### src/rtl/secret_feeder_pkg.sv
// Shared types and defaults for the secret accumulator feeder.
// The word width is fixed here because it must match the accumulator it feeds.
package secret_feeder_pkg;

    localparam int FEEDER_WIDTH  = 32;
    localparam int DEFAULT_DEPTH = 4;
    localparam int DEFAULT_CNT_W = 16;

    typedef logic [FEEDER_WIDTH-1:0] word_t;

    typedef struct packed {
        logic  bypass;
        word_t data;
    } entry_t;

    // IDLE presents zero to the accumulator; ISSUE presents the word popped at the last edge.
    typedef enum logic {
        ST_IDLE  = 1'b0,
        ST_ISSUE = 1'b1
    } issue_state_e;

    function automatic entry_t make_entry(input logic bypass, input word_t data);
        entry_t e;
        e.bypass = bypass;
        e.data   = data;
        return e;
    endfunction

endpackage

### src/rtl/secret_feeder_if.sv
// Upstream handshake plus the accumulator-facing issue bus of the feeder.
// Handshake: a word transfers on a rising clk edge where in_valid && in_ready are both high.
interface secret_feeder_if;
    import secret_feeder_pkg::*;

    logic  in_valid;
    logic  in_ready;
    word_t in_data;
    logic  in_bypass;
    word_t accum_in;
    logic  accum_bypass;
    logic  issue_valid;

    modport master (
        output in_valid,
        output in_data,
        output in_bypass,
        input  in_ready,
        input  accum_in,
        input  accum_bypass,
        input  issue_valid
    );

    modport slave (
        input  in_valid,
        input  in_data,
        input  in_bypass,
        output in_ready,
        output accum_in,
        output accum_bypass,
        output issue_valid
    );

endinterface

### src/rtl/secret_feeder_fifo.sv
// Synchronous DEPTH-entry FIFO of entry_t with combinational head; no fall-through,
// so a word pushed at an edge is only visible at the head after that edge.
module secret_feeder_fifo
    import secret_feeder_pkg::*;
#(
    parameter int DEPTH = DEFAULT_DEPTH
) (
    input  logic                   clk,
    input  logic                   rst,
    input  logic                   push,
    input  entry_t                 push_entry,
    input  logic                   pop,
    output entry_t                 head_entry,
    output logic [$clog2(DEPTH):0] level,
    output logic                   full,
    output logic                   empty
);

    localparam int PTR_W = $clog2(DEPTH);
    localparam int LVL_W = PTR_W + 1;

    entry_t             mem_q [DEPTH];
    logic [PTR_W-1:0]   wr_ptr_q, wr_ptr_d;
    logic [PTR_W-1:0]   rd_ptr_q, rd_ptr_d;
    logic [LVL_W-1:0]   level_q, level_d;
    logic               do_push;
    logic               do_pop;

    always_comb begin
        full     = (level_q == LVL_W'(DEPTH));
        empty    = (level_q == '0);
        do_push  = push && !full;
        do_pop   = pop && !empty;
        wr_ptr_d = wr_ptr_q;
        rd_ptr_d = rd_ptr_q;
        level_d  = level_q;
        // DEPTH is a power of two, so pointer overflow is the modulo-DEPTH wrap.
        if (do_push) begin
            wr_ptr_d = wr_ptr_q + PTR_W'(1);
        end
        if (do_pop) begin
            rd_ptr_d = rd_ptr_q + PTR_W'(1);
        end
        if (do_push && !do_pop) begin
            level_d = level_q + LVL_W'(1);
        end else if (do_pop && !do_push) begin
            level_d = level_q - LVL_W'(1);
        end
    end

    always_ff @(posedge clk) begin
        if (rst) begin
            wr_ptr_q <= '0;
            rd_ptr_q <= '0;
            level_q  <= '0;
        end else begin
            wr_ptr_q <= wr_ptr_d;
            rd_ptr_q <= rd_ptr_d;
            level_q  <= level_d;
        end
    end

    always_ff @(posedge clk) begin
        if (!rst && do_push) begin
            mem_q[wr_ptr_q] <= push_entry;
        end
    end

    assign head_entry = mem_q[rd_ptr_q];
    assign level      = level_q;

endmodule

### src/rtl/secret_feeder.sv
// Buffers upstream words and issues at most one per cycle to the secret accumulator,
// driving zero on idle cycles so the accumulator only adds its internal constant.
module secret_feeder
    import secret_feeder_pkg::*;
#(
    parameter int DEPTH = DEFAULT_DEPTH,
    parameter int WIDTH = FEEDER_WIDTH,
    parameter int CNT_W = DEFAULT_CNT_W
) (
    input  logic                   clk,
    input  logic                   rst,
    input  logic                   hold,
    secret_feeder_if.slave         bus,
    output logic [$clog2(DEPTH):0] fifo_level,
    output logic [CNT_W-1:0]       issued_count,
    output issue_state_e           state_dbg
);

    entry_t                 head_entry;
    entry_t                 push_entry;
    logic [$clog2(DEPTH):0] level_w;
    logic                   fifo_full;
    logic                   fifo_empty;
    logic                   in_ready_w;
    logic                   push_w;
    logic                   pop_w;

    issue_state_e           state_q, state_d;
    logic [WIDTH-1:0]       accum_in_q, accum_in_d;
    logic                   accum_bypass_q, accum_bypass_d;
    logic [CNT_W-1:0]       count_q, count_d;

    secret_feeder_fifo #(
        .DEPTH (DEPTH)
    ) u_fifo (
        .clk        (clk),
        .rst        (rst),
        .push       (push_w),
        .push_entry (push_entry),
        .pop        (pop_w),
        .head_entry (head_entry),
        .level      (level_w),
        .full       (fifo_full),
        .empty      (fifo_empty)
    );

    always_comb begin
        // in_ready looks only at registered occupancy, so a pop at a full edge cannot admit a push.
        in_ready_w     = !fifo_full;
        push_w         = bus.in_valid && in_ready_w;
        push_entry     = make_entry(bus.in_bypass, bus.in_data);
        pop_w          = !fifo_empty && !hold;
        state_d        = ST_IDLE;
        accum_in_d     = '0;
        accum_bypass_d = 1'b0;
        count_d        = count_q;
        if (pop_w) begin
            state_d        = ST_ISSUE;
            accum_in_d     = head_entry.data;
            accum_bypass_d = head_entry.bypass;
            count_d        = count_q + CNT_W'(1);
        end
    end

    always_ff @(posedge clk) begin
        if (rst) begin
            state_q        <= ST_IDLE;
            accum_in_q     <= '0;
            accum_bypass_q <= 1'b0;
            count_q        <= '0;
        end else begin
            state_q        <= state_d;
            accum_in_q     <= accum_in_d;
            accum_bypass_q <= accum_bypass_d;
            count_q        <= count_d;
        end
    end

    assign bus.in_ready     = in_ready_w;
    assign bus.accum_in     = accum_in_q;
    assign bus.accum_bypass = accum_bypass_q;
    assign bus.issue_valid  = (state_q == ST_ISSUE);
    assign fifo_level       = level_w;
    assign issued_count     = count_q;
    assign state_dbg        = state_q;

endmodule

### src/flat_wrapper.sv
// flat-port wrapper written by rule: the top's interface ports become plain ports
module secret_feeder_flat import secret_feeder_pkg::*;
#(
    parameter int DEPTH = DEFAULT_DEPTH,
    parameter int WIDTH = FEEDER_WIDTH,
    parameter int CNT_W = DEFAULT_CNT_W
)
  (clk, rst, hold, fifo_level, issued_count, state_dbg, bus_in_valid, bus_in_data, bus_in_bypass, bus_in_ready, bus_accum_in, bus_accum_bypass, bus_issue_valid);
  secret_feeder_if bus_i ();
  input  logic clk;
  input  logic rst;
  input  logic hold;
  output logic [$clog2(DEPTH):0] fifo_level;
  output logic [CNT_W-1:0] issued_count;
  output issue_state_e state_dbg;
  input wire logic [$bits(bus_i.in_valid)-1:0] bus_in_valid;
  input wire logic [$bits(bus_i.in_data)-1:0] bus_in_data;
  input wire logic [$bits(bus_i.in_bypass)-1:0] bus_in_bypass;
  output wire logic [$bits(bus_i.in_ready)-1:0] bus_in_ready;
  output wire logic [$bits(bus_i.accum_in)-1:0] bus_accum_in;
  output wire logic [$bits(bus_i.accum_bypass)-1:0] bus_accum_bypass;
  output wire logic [$bits(bus_i.issue_valid)-1:0] bus_issue_valid;
  assign bus_i.in_valid = bus_in_valid;
  assign bus_i.in_data = bus_in_data;
  assign bus_i.in_bypass = bus_in_bypass;
  assign bus_in_ready = bus_i.in_ready;
  assign bus_accum_in = bus_i.accum_in;
  assign bus_accum_bypass = bus_i.accum_bypass;
  assign bus_issue_valid = bus_i.issue_valid;
  secret_feeder #(.DEPTH(DEPTH), .WIDTH(WIDTH), .CNT_W(CNT_W)) u_core (.clk(clk), .rst(rst), .hold(hold), .bus(bus_i), .fifo_level(fifo_level), .issued_count(issued_count), .state_dbg(state_dbg));
endmodule
### config.mk
export PLATFORM = sky130hd
export DESIGN_NAME = secret_feeder_flat
export DESIGN_NICKNAME = d
export VERILOG_FILES = /design/src/rtl/secret_feeder_pkg.sv /design/src/rtl/secret_feeder_if.sv /design/src/rtl/secret_feeder_fifo.sv /design/src/rtl/secret_feeder.sv /design/src/flat_wrapper.sv
export SDC_FILE = /design/constraint.sdc
export NUM_CORES = 1
export LEC_CHECK = 0
export BUFFER_PORTS_ARGS = -buffer_cell sky130_fd_sc_hd__buf_2
export CORE_ASPECT_RATIO = 1.4
export CORE_UTILIZATION = 55
export DETAILED_ROUTE_END_ITERATION = 10
export HOLD_SLACK_MARGIN = 0.02
export PLACE_DENSITY = 0.85
export SLEW_MARGIN = 0
export SYNTH_ARGS = -nofsm -noshare
export SYNTH_HDL_FRONTEND = slang
export SYNTH_SLANG_ARGS = --single-unit
### constraint.sdc
create_clock -name clk -period 3 [get_ports clk]
set_input_delay 0.45 -clock clk [delete_from_list [all_inputs] [get_ports clk]]
set_output_delay 0.45 -clock clk [all_outputs]
set_load 0.02 [all_outputs]
### After elaboration in Yosys (flattened, before gate mapping)

Memory sizes are Yosys's and may differ from the RTL's. A register that Yosys moved wholly into a read port is not among the register bits.
Index checks and enable logic that the tools add are counted.

| storage, ports and cells | value |
|---|---|
| RAM bits | 132 |
| bits of input ports | 37 |
| register bits after elaboration | 24 |
| memories kept | 1 |
| output and inout bits | 55 |

Memory list:

| name | depth | bits a word | rd ports | clocked after Yosys merged registers in | write ports | line | text |
|---|---|---|---|---|---|---|---|
| u_core.u_fifo.mem_q | 4 | 33 | 1 | 1 | 1 | secret_feeder_fifo.sv:22 | `entry_t mem_q [DEPTH];` |

| cells by class | value |
|---|---|
| eq/ne operators | 1 |
| bitwise gates (word level) | 1 |
| mux-type cells | 5 |
| add/sub/neg operators | 5 |
| reductions and logical operators | 16 |

Operators with widths:

| kind | count |
|---|---|
| $add A16 B1 Y16 const B | 1 |
| $logic_and A1 B1 Y1 | 7 |
| $logic_not A1 Y1 | 6 |
| $mux W3 | 2 |
| $add A2 B1 Y2 const B | 2 |
| $add A3 B1 Y3 const B | 1 |
| $eq A3 B3 Y1 const B | 1 |
| $logic_not A3 Y1 | 1 |
| $mux W1 | 3 |
| $sub A3 B1 Y3 const B | 1 |
| $reduce_bool A2 Y1 | 1 |
| $reduce_or A2 Y1 | 1 |
| $not A1 Y1 | 1 |

### Logic depth before layout (Yosys ltp)

Gate-level depths: netlist of the first run.

| logic depth | value |
|---|---|
| depth after elaboration | 8 |
| depth in mapped cells | 9 |
| mapped depth without buffers | 9 |

### Cells and area by module

From an unflattened synthesis of the first run, not the netlist that was laid out.

| unflattened totals | value |
|---|---|
| cell total of the unflattened synthesis | 380 |
| area, all modules | 6936.7 um2 |

Modules (own cells, without submodules):

| module | times used | area each (um2) | cells each | seq. area each (um2) |
|---|---|---|---|---|
| secret_feeder_fifo | 1 | 5267.6 | 222 | 4144.0 |
| secret_feeder | 1 | 1669.1 | 158 | 1001.0 |

### Least setup slack after synthesis of the first run

Ideal clock, no wire load.

| timing | value |
|---|---|
| path kind | register to register |
| start | register u_core.u_fifo.level_q[0] (netlist: u_core.u_fifo.level[0]) |
| end | memory u_core.u_fifo.mem_q[0][0] (netlist name) (enable) |
| period minus slack after synthesis | 2.380 ns |
| cell stages (with the launch flop) | 5 |
| arrival | 1.987 ns |
| buffers on the path | 0 |
| setup slack | 0.620 ns |
| required time | 2.607 ns |
| setup time | 0.393 ns |
| path through | dfxtp_1 or3b_1 nand2_1 nor2_1 and2_1 |

| on the way | value |
|---|---|
| cells in the longest elaborated chain, start to end | 7 |

Ends and longest elaborated chain:

| element | line | text |
|---|---|---|
| from (decl) | secret_feeder_fifo.sv:25 | `logic [LVL_W-1:0] level_q, level_d;` |
| from (signal assigned) | secret_feeder_fifo.sv:59 | `level_q <= level_d;` |
| $eq A3 B3 Y1 * | secret_feeder_fifo.sv:30 | `full = (level_q == LVL_W'(DEPTH));` |
| $logic_not A1 Y1 * | secret_feeder.sv:49 | `in_ready_w = !fifo_full;` |
| net bus_in_ready | flat_wrapper.sv:19 | `output wire logic [$bits(bus_i.in_ready)-1:0] bus_in_ready;` |
| $logic_and A1 B1 Y1 | secret_feeder.sv:50 | `push_w = bus.in_valid && in_ready_w;` |
| $logic_and A1 B1 Y1 * | secret_feeder_fifo.sv:32 | `do_push = push && !full;` |
| $logic_and A1 B1 Y1 * | secret_feeder_fifo.sv:64 | `if (!rst && do_push) begin` |
| $mux W1 * | secret_feeder_fifo.sv:64 |  |
| $mux W1 (implied by the code) * | secret_feeder_fifo.sv:65 | `mem_q[wr_ptr_q] <= push_entry;` |
| to (decl) | secret_feeder_fifo.sv:22 |  |

Mark *: on every way through the listed nets, which the timed path passes. The rest lies on a longest branch.

### Worst setup path after layout of the first run

| timing | value |
|---|---|
| start | register u_core.u_fifo.level_q[0] (netlist: u_core.u_fifo.level[0]) |
| end | register u_core.u_fifo.level_q[2] (netlist: u_core.u_fifo.level[2]) |

| on the way | value |
|---|---|
| cells in the longest elaborated chain, start to end | 7 |

Ends and longest elaborated chain:

| element |
|---|
| parallel branches: the longest is 7 deep, another holds $sub A3 B1 Y3 |

Parallel ways; which one is timed is not known. The select of a mux whose other input is x is not followed.
A chain may end at the register's enable or synchronous reset.

==> impl_metrics.csv, run 1 <==
group,metric,value,unit
synthesis,ys_types,37,
sta,final-hold-violation-count,0,
clock_network,cts_tree,"yes",
power_and_ir_drop,power.density,803,nW/um2
sta,slew_headroom,39.9,%
worst_setup_path,cp-start-kind,"flip-flop",
worst_setup_path,path_common_cell,"inv_1",
clock_network,cts_hold_buf,0,
power_and_ir_drop,switching_share,26.0,%
synthesis,avgSynthCellArea,18.2,um2
power_and_ir_drop,internal_power,4.79,mW
layout,final_core_util,67.2,%
synthesis,yosys_warnings,0,
worst_setup_path,arrival,2.74,ns
power_and_ir_drop,power_switching,1.69,mW
clock_network,clock-root-buffer,"clkbuf_16",
clock_network,cts_buffer_depth,2,
floorplanning,start_util,57.0,%
synthesis,yosys.area.top_type,"edfxtp_1",
synthesis,ys_seq_elements,189,
worst_setup_path,slowest_stage,"nor3_2",
layout,syn2layout_area_growth,17.8,%
placement,place_congestion,0.705,
layout,n_antenna_cell,0,
grt,grt_usage,20.5,%
min_path,hold_path_depth,1,
min_path,hp-class,"in -> reg",
floorplanning,dieArea,12900,um2
clock_network,clk_latency,0.43,ns
run_status,status,"finished clean",
floorplanning,io_pins,92,
power_and_ir_drop,cellLeakagePower,2.94,nW
synthesis,synth_top_area_share,57.9,%
clock_network,clock-sinks,189,
clock_network,cts_setup_buffers,0,
worst_setup_path,worstPathMaxFanout,7,
drt,drt_iter0_markers,161,
worst_setup_path,max_stage_delay,0.39,ns
sta,setup_ws,0.616,ns
worst_setup_path,reg2reg_slack,0.62,ns
floorplanning,rows,47,
sta,fin_crit,2.38,ns
worst_setup_path,required,3.35,ns
drt,firstDrtPassIters,4,
sta,worst_clock_skew,0.00958,ns
drt,postRouteAntennaNets,0,
grt,grt_pass1_wl,18.7,mm
drt,drt-wirelength-per-cell,18.9,um
sta,fin_crit_sh,79.5,%
worst_setup_path,ff2ff_path_depth,9,
power_and_ir_drop,ir_drop,0.458,mV
floorplanning,fp.dieW,96.3,um
placement,dp_slack,0.642,ns
synthesis,synth_edf_count,132,
sta,tightest_slew,0.901,ns
layout,n_fill_cell,825,
synthesis,synthesis.nets,420,
worst_setup_path,end_kind,"flip-flop",
sta,fin_setup_tns,0,ns
sta,rsz0062_at_grt,"false",
grt,overflow,0,
sta,finalSetupViolCount,0,
sta,fmax,420,MHz
clock_network,cts.htree.levels,4,
synthesis,synthTopCellsByArea,"edfxtp_1, dfxtp_1, mux4_2, nor2b_1, ha_1",
placement,numPortBuffers,91,
run,maxCapViolCount,0,
layout,nets,520,
power_and_ir_drop,p_comb_share,17.3,%
clock_network,cts-resized-gates,0,
drt,postRouteWirelength,12.0,mm
synthesis,synthArstFlopShare,0,%
synthesis,yosys_most_used_dff,"edfxtp_1",
worst_setup_path,crit_type,"reg -> reg",
clock_network,cts_buffers,17,
synthesis,synthCells,376,
synthesis,ys_seq_area_share,74.6,%
drt,vias_per_cell,5.57,
floorplanning,die_height,134,um
drt,drc,0,
floorplanning,core,12000,um2
synthesis,syn_area,6840,um2
layout,drive_gt1_share,36.2,%
power_and_ir_drop,clkPwrFrac,33.3,%
clock_network,path_clk_slew,0.07,ns
placement,dp_hpwl,7.69,mm
worst_setup_path,path_cells,"nor3_2, nor2_1, inv_1, ha_1, inv_1, fa_1, xor2_1, or3_1, a21oi_1",
grt,grt_max_degree,35,
drt,vias,3544,
grt,antenna_found_initial,0,
sta,maxSlewViolCount,0,
power_and_ir_drop,p_seq_share,49.4,%
grt,first_global_vias,3696,
==> layer usage <==
metal  up-vias  share of wire, %  GRT usage, %
met2       122                55          34.4
met1      1764                37          23.8
li1       1629                 -             -
met3        29               5.4          5.50
met5         -                 0             0
met4         0               2.9          10.4
==> cell usage after synthesis (2+ instances only) <==
| master | count |
|---|---|
| o21ai_0 | 4 |
| nor3b_1 | 2 |
| o31ai_1 | 5 |
| xnor2_1 | 7 |
| or3_1 | 5 |
| or4_1 | 5 |
| edfxtp_1 | 132 |
| nor2b_1 | 33 |
| buf_2 | 5 |
| inv_1 | 6 |
| nand3_1 | 6 |
| xor2_1 | 6 |
| ha_1 | 6 |
| clkbuf_1 | 11 |
| nor2_1 | 15 |
| dfxtp_1 | 57 |
| a21oi_1 | 10 |
| and2_1 | 4 |
| mux4_2 | 33 |
| nand2_1 | 7 |
==> state kept, by name (all words and copies together) (netlist names) <==
| name | cells |
|---|---|
| u_core.bus.accum_bypass | 1 |
| u_core.bus.accum_in | 32 |
| u_core.bus.issue_valid | 1 |
| u_core.issued_count | 16 |
| u_core.u_fifo.level | 3 |
| u_core.u_fifo.mem_q | 132 |
| u_core.u_fifo.rd_ptr_q | 2 |
| u_core.u_fifo.wr_ptr_q | 2 |
==> critical path: cells and delay by family, from the launching register on <==
kind            cells  cell delay [ns]
compound gates      1             0.14
xor+xnor            1             0.17
fa+ha+maj           2             0.57
buf+inv             2             0.16
flops               1             0.38
simple gates        3             0.89
==> power by group through the flow <==
| stage | sequential, mW | combinational [mW] | clock, mW |
|---|---|---|---|
| 3_3_place_gp | 3.24 | 1.09 | 0 |
| 3_5_place_dp | 3.26 | 1.12 | 0 |
| 2_1_floorplan | 3.28 | 0.765 | 0 |
| 6_report | 3.20 | 1.12 | 2.16 |
| 5_1_grt | 3.24 | 1.20 | 2.28 |
| 4_1_cts | 3.21 | 1.13 | 2.19 |
==> cells by family (layout without fill, tap and decap cells) <==
logic type | count (synthesis) | in the layout | synth area share, %
XOR/XNOR | 13 | 13 | 1.66
AO/OA/AOI/OAI | 19 | 19 | 1.57
buffers and inverters | 25 | 138 | 1.63
flip-flops | 189 | 189 | 74.6
multiplexers | 34 | 34 | 11.0
AND/OR/NAND/NOR | 89 | 89 | 8.12
adder cells (fa/ha/maj) | 7 | 7 | 1.39
==> metrics by stage <==
step | cells | area, um2 | hold slack, ns | total power, mW
3_3_place_gp | 604 | 7480 | 0.464 | 4.33
3_5_place_dp | 604 | 7480 | 0.481 | 4.38
5_1_grt | 636 | 8060 | 0.227 | 6.72
6_report | 636 | 8060 | 0.236 | 6.48
4_1_cts | 636 | 8060 | 0.223 | 6.53
2_1_floorplan | 376 | 6840 | 0.469 | 4.04
==> final timing paths <==
check / to / from
setup / recovery: u_core.u_fifo.level[2] / u_core.u_fifo.level[0]
hold / removal: u_core.u_fifo.mem_q[0][8] / bus_in_data[8]
setup reg to reg: u_core.u_fifo.level[2] / u_core.u_fifo.level[0]
hold reg to reg: u_core.issued_count[15] / u_core.issued_count[15]
==> area by class of cell <==
type	instances	area [um2]	area share (%)
clock buffers	20	489	6.07
repair buffers	99	528	6.55
clock inverters	12	95.1	1.18
inverters	7	26.3	0.326
well taps	147	184	2.28
flip-flops and latches	189	5110	63.4
multi-input cells	162	1630	20.2
==> cells in the final DEF (no fill, tap or decap), types with 2 or more instances in the layout <==
master,n
inv_6,5
clkinv_4,3
nand3_1,6
mux4_2,33
xnor2_1,7
ha_1,6
o21ai_0,4
xor2_1,6
inv_4,2
nor2b_1,33
dfxtp_2,2
o31ai_1,5
nand2_1,7
buf_2,91
nor2_1,15
nor3b_1,2
edfxtp_1,132
clkbuf_16,19
buf_4,7
a21oi_1,10
or3_1,5
inv_1,6
and2_2,4
or4_1,5
dfxtp_1,55
Note: power is estimated with default switching activity, not from simulation.
==> inputs of run 2 (changes only) <==
--- a/config.mk
+++ b/config.mk
@@ -7,10 +7,10 @@
 export LEC_CHECK = 0
 export BUFFER_PORTS_ARGS = -buffer_cell sky130_fd_sc_hd__buf_2
 export CORE_ASPECT_RATIO = 1.4
-export CORE_UTILIZATION = 55
+export CORE_UTILIZATION = 51
 export DETAILED_ROUTE_END_ITERATION = 10
 export HOLD_SLACK_MARGIN = 0.02
-export PLACE_DENSITY = 0.85
+export PLACE_DENSITY = 0.83
 export SLEW_MARGIN = 0
 export SYNTH_ARGS = -nofsm -noshare
 export SYNTH_HDL_FRONTEND = slang
==> constraint.sdc (replaced) <==
create_clock -name clk -period 1.9 [get_ports clk]
set_input_delay 0.285 -clock clk [delete_from_list [all_inputs] [get_ports clk]]
set_output_delay 0.285 -clock clk [all_outputs]
set_load 0.02 [all_outputs]
==> impl_metrics.csv, run 2 (synthesis results as in run 1) <==
group,metric,value,unit
clock_network,clk_latency,0.42,ns
run,maxCapViolCount,0,
power_and_ir_drop,p_seq_share,47.3,%
floorplanning,die_height,139,um
power_and_ir_drop,p_comb_share,19.6,%
placement,place_congestion,0.674,
layout,final_core_util,63.9,%
min_path,hold-path-endpoint,"u_core.u_fifo.mem_q[0][22]",
layout,n_antenna_cell,0,
worst_setup_path,max_stage_delay,0.36,ns
clock_network,clock-sinks,189,
layout,n_fill_cell,910,
sta,hold-worst-slack,0.0786,ns
clock_network,cts_buffer_depth,2,
drt,drt-wirelength-per-cell,17.2,um
placement,numPortBuffers,91,
sta,fin_crit_sh,98.6,%
worst_setup_path,end_kind,"flip-flop",
min_path,min_from,"bus_in_data[22]",
grt,grt_usage,18.1,%
min_path,hold_path_depth,1,
clock_network,cts_buffers,17,
clock_network,cts.htree.levels,4,
floorplanning,rows,49,
sta,final-hold-violation-count,0,
worst_setup_path,arrival,2.22,ns
worst_setup_path,worst_r2r_endpoint,"u_core.u_fifo.level[2]",
power_and_ir_drop,clkPwrFrac,33.1,%
power_and_ir_drop,power_switching,2.58,mW
drt,firstDrtPassIters,4,
floorplanning,start_util,52.9,%
drt,vias,3547,
worst_setup_path,path_cells,"or3b_4, nand2_4, inv_4, ha_4, inv_2, fa_2, xor2_1, or3_1, a21oi_2",
clock_network,path_clk_slew,0.07,ns
layout,top_register,"u_core.u_fifo.mem_q",
layout,drive_gt1_share,39.0,%
power_and_ir_drop,ir_drop,0.864,mV
layout,syn2layout_area_growth,20.8,%
layout,regArea,5120,um2
layout,multi_input_area,1670,um2
layout,mostFrequentLayoutCells,"edfxtp_1, buf_2, dfxtp_1, mux4_2, nor2b_1",
power_and_ir_drop,cellLeakagePower,2.99,nW
floorplanning,io_pins,92,
worst_setup_path,reg2reg_slack,0.03,ns
sta,fin_crit,1.87,ns
sta,rsz0062_at_grt,"true",
placement,dp_hpwl,7.08,mm
layout,layout_commonest_cell,"edfxtp_1",
drt,vias_per_cell,5.27,
floorplanning,core,12900,um2
power_and_ir_drop,internal_power,7.83,mW
worst_setup_path,required,2.25,ns
drt,drc,0,
layout,fin_area,8270,um2
power_and_ir_drop,power.density,1260,nW/um2
drt,postRouteAntennaNets,0,
sta,setup_ws,0.0263,ns
worst_setup_path,crit_type,"reg -> reg",
placement,dp_slack,-0.0465,ns
sta,tightest_slew,0.403,ns
floorplanning,fp.dieW,99.9,um
worst_setup_path,slowest_stage,"dfxtp_4",
placement,post_dp_cell_area,7640,um2
clock_network,cts_tree,"yes",
drt,drt_iter0_markers,153,
power_and_ir_drop,switching_share,24.7,%
sta,fmax,534,MHz
grt,grt_pass1_wl,18.6,mm
sta,worst_clock_skew,0.00728,ns
floorplanning,dieArea,13900,um2
worst_setup_path,r2r_start,"u_core.u_fifo.level[2]",
grt,overflow,0,
sta,finalSetupViolCount,0,
grt,antenna_found_initial,1,
min_path,hp-class,"in -> reg",
sta,maxSlewViolCount,0,
run_status,status,"finished clean",
grt,first_global_vias,3730,
worst_setup_path,worstPathMaxFanout,6,
worst_setup_path,cp-start-kind,"flip-flop",
clock_network,clock-root-buffer,"clkbuf_16",
sta,slew_headroom,73.1,%
layout,nets,526,
layout,largest_reg_flops,132,
worst_setup_path,ff2ff_path_depth,9,
drt,postRouteWirelength,11.6,mm
grt,grt_max_degree,35,
==> run 2: area by class of cell <==
class                           instances  share of cell area, %
Inverter                                7                  0.348
Sequential cell                       189                   61.9
Clock inverter                          9                  0.969
Timing Repair Buffer                  105                   7.69
Clock buffer                           23                   6.18
Multi-Input combinational cell        162                   20.2
Tap cell                              178                   2.69
==> run 2: stage by stage <==
step                instances  total power [mW]   TNS [ns]
finish                    673              10.4          0
global route              673              10.8     -0.102
CTS                       673              10.5  -0.000870
detailed placement        639              7.03    -0.0465
global placement          639              6.96          0
floorplan                 376              6.44    -0.0930
==> run 2: worst max path at each step <==
stage,startpoint,endpoint,slack (ns),cells past startpoint
after floorplan,u_core.u_fifo.level[0],u_core.u_fifo.level[2],-0.09,9
after global placement,u_core.u_fifo.level[2],u_core.u_fifo.level[2],0.04,9
after detailed placement,u_core.u_fifo.level[2],u_core.u_fifo.level[2],-0.05,9
after CTS,u_core.u_fifo.level[2],u_core.u_fifo.level[2],-0.0009,9
after global routing,u_core.u_fifo.level[2],u_core.u_fifo.level[2],-0.07,9
final,u_core.u_fifo.level[2],u_core.u_fifo.level[2],0.03,9
==> run 2: per-layer routing <==
metal / GRT usage [%] / part of all wire (%) / up-vias
met5: 0 / 0.11 / -
met4: 6.81 / 1.9 / 2
met3: 5.54 / 5.8 / 19
met2: 33.3 / 55 / 123
met1: 19.1 / 37 / 1768
li1: - / - / 1635
==> run 2: what timing repair did <==
| item | in CTS | in global routing |
|---|---|---|
| setup endpoints to repair | 1 | 15 |
| cloned | 0 | 0 |
| pin swaps | 2 | 1 |
| resized for setup | 4 | 2 |
| setup buffers | 2 | 0 |
| hold buffers | 0 | 0 |
==> run 2: critical path, delay by kind of cell, from the launching register on <==
family          cells  cell delay (ns)
xor+xnor            1             0.15
fa+ha+maj           2             0.46
simple gates        3             0.63
buf+inv             2             0.09
flops               1             0.36
compound gates      1             0.12
==> run 2: power by group through the flow <==
stage	registers, mW	clock network (mW)	logic (mW)
after global placement	4.99	0	1.97
final	4.93	3.45	2.04
after global routing	4.96	3.66	2.20
after detailed placement	5.02	0	2.01
after CTS	4.93	3.51	2.07
after floorplan	5.19	0	1.24
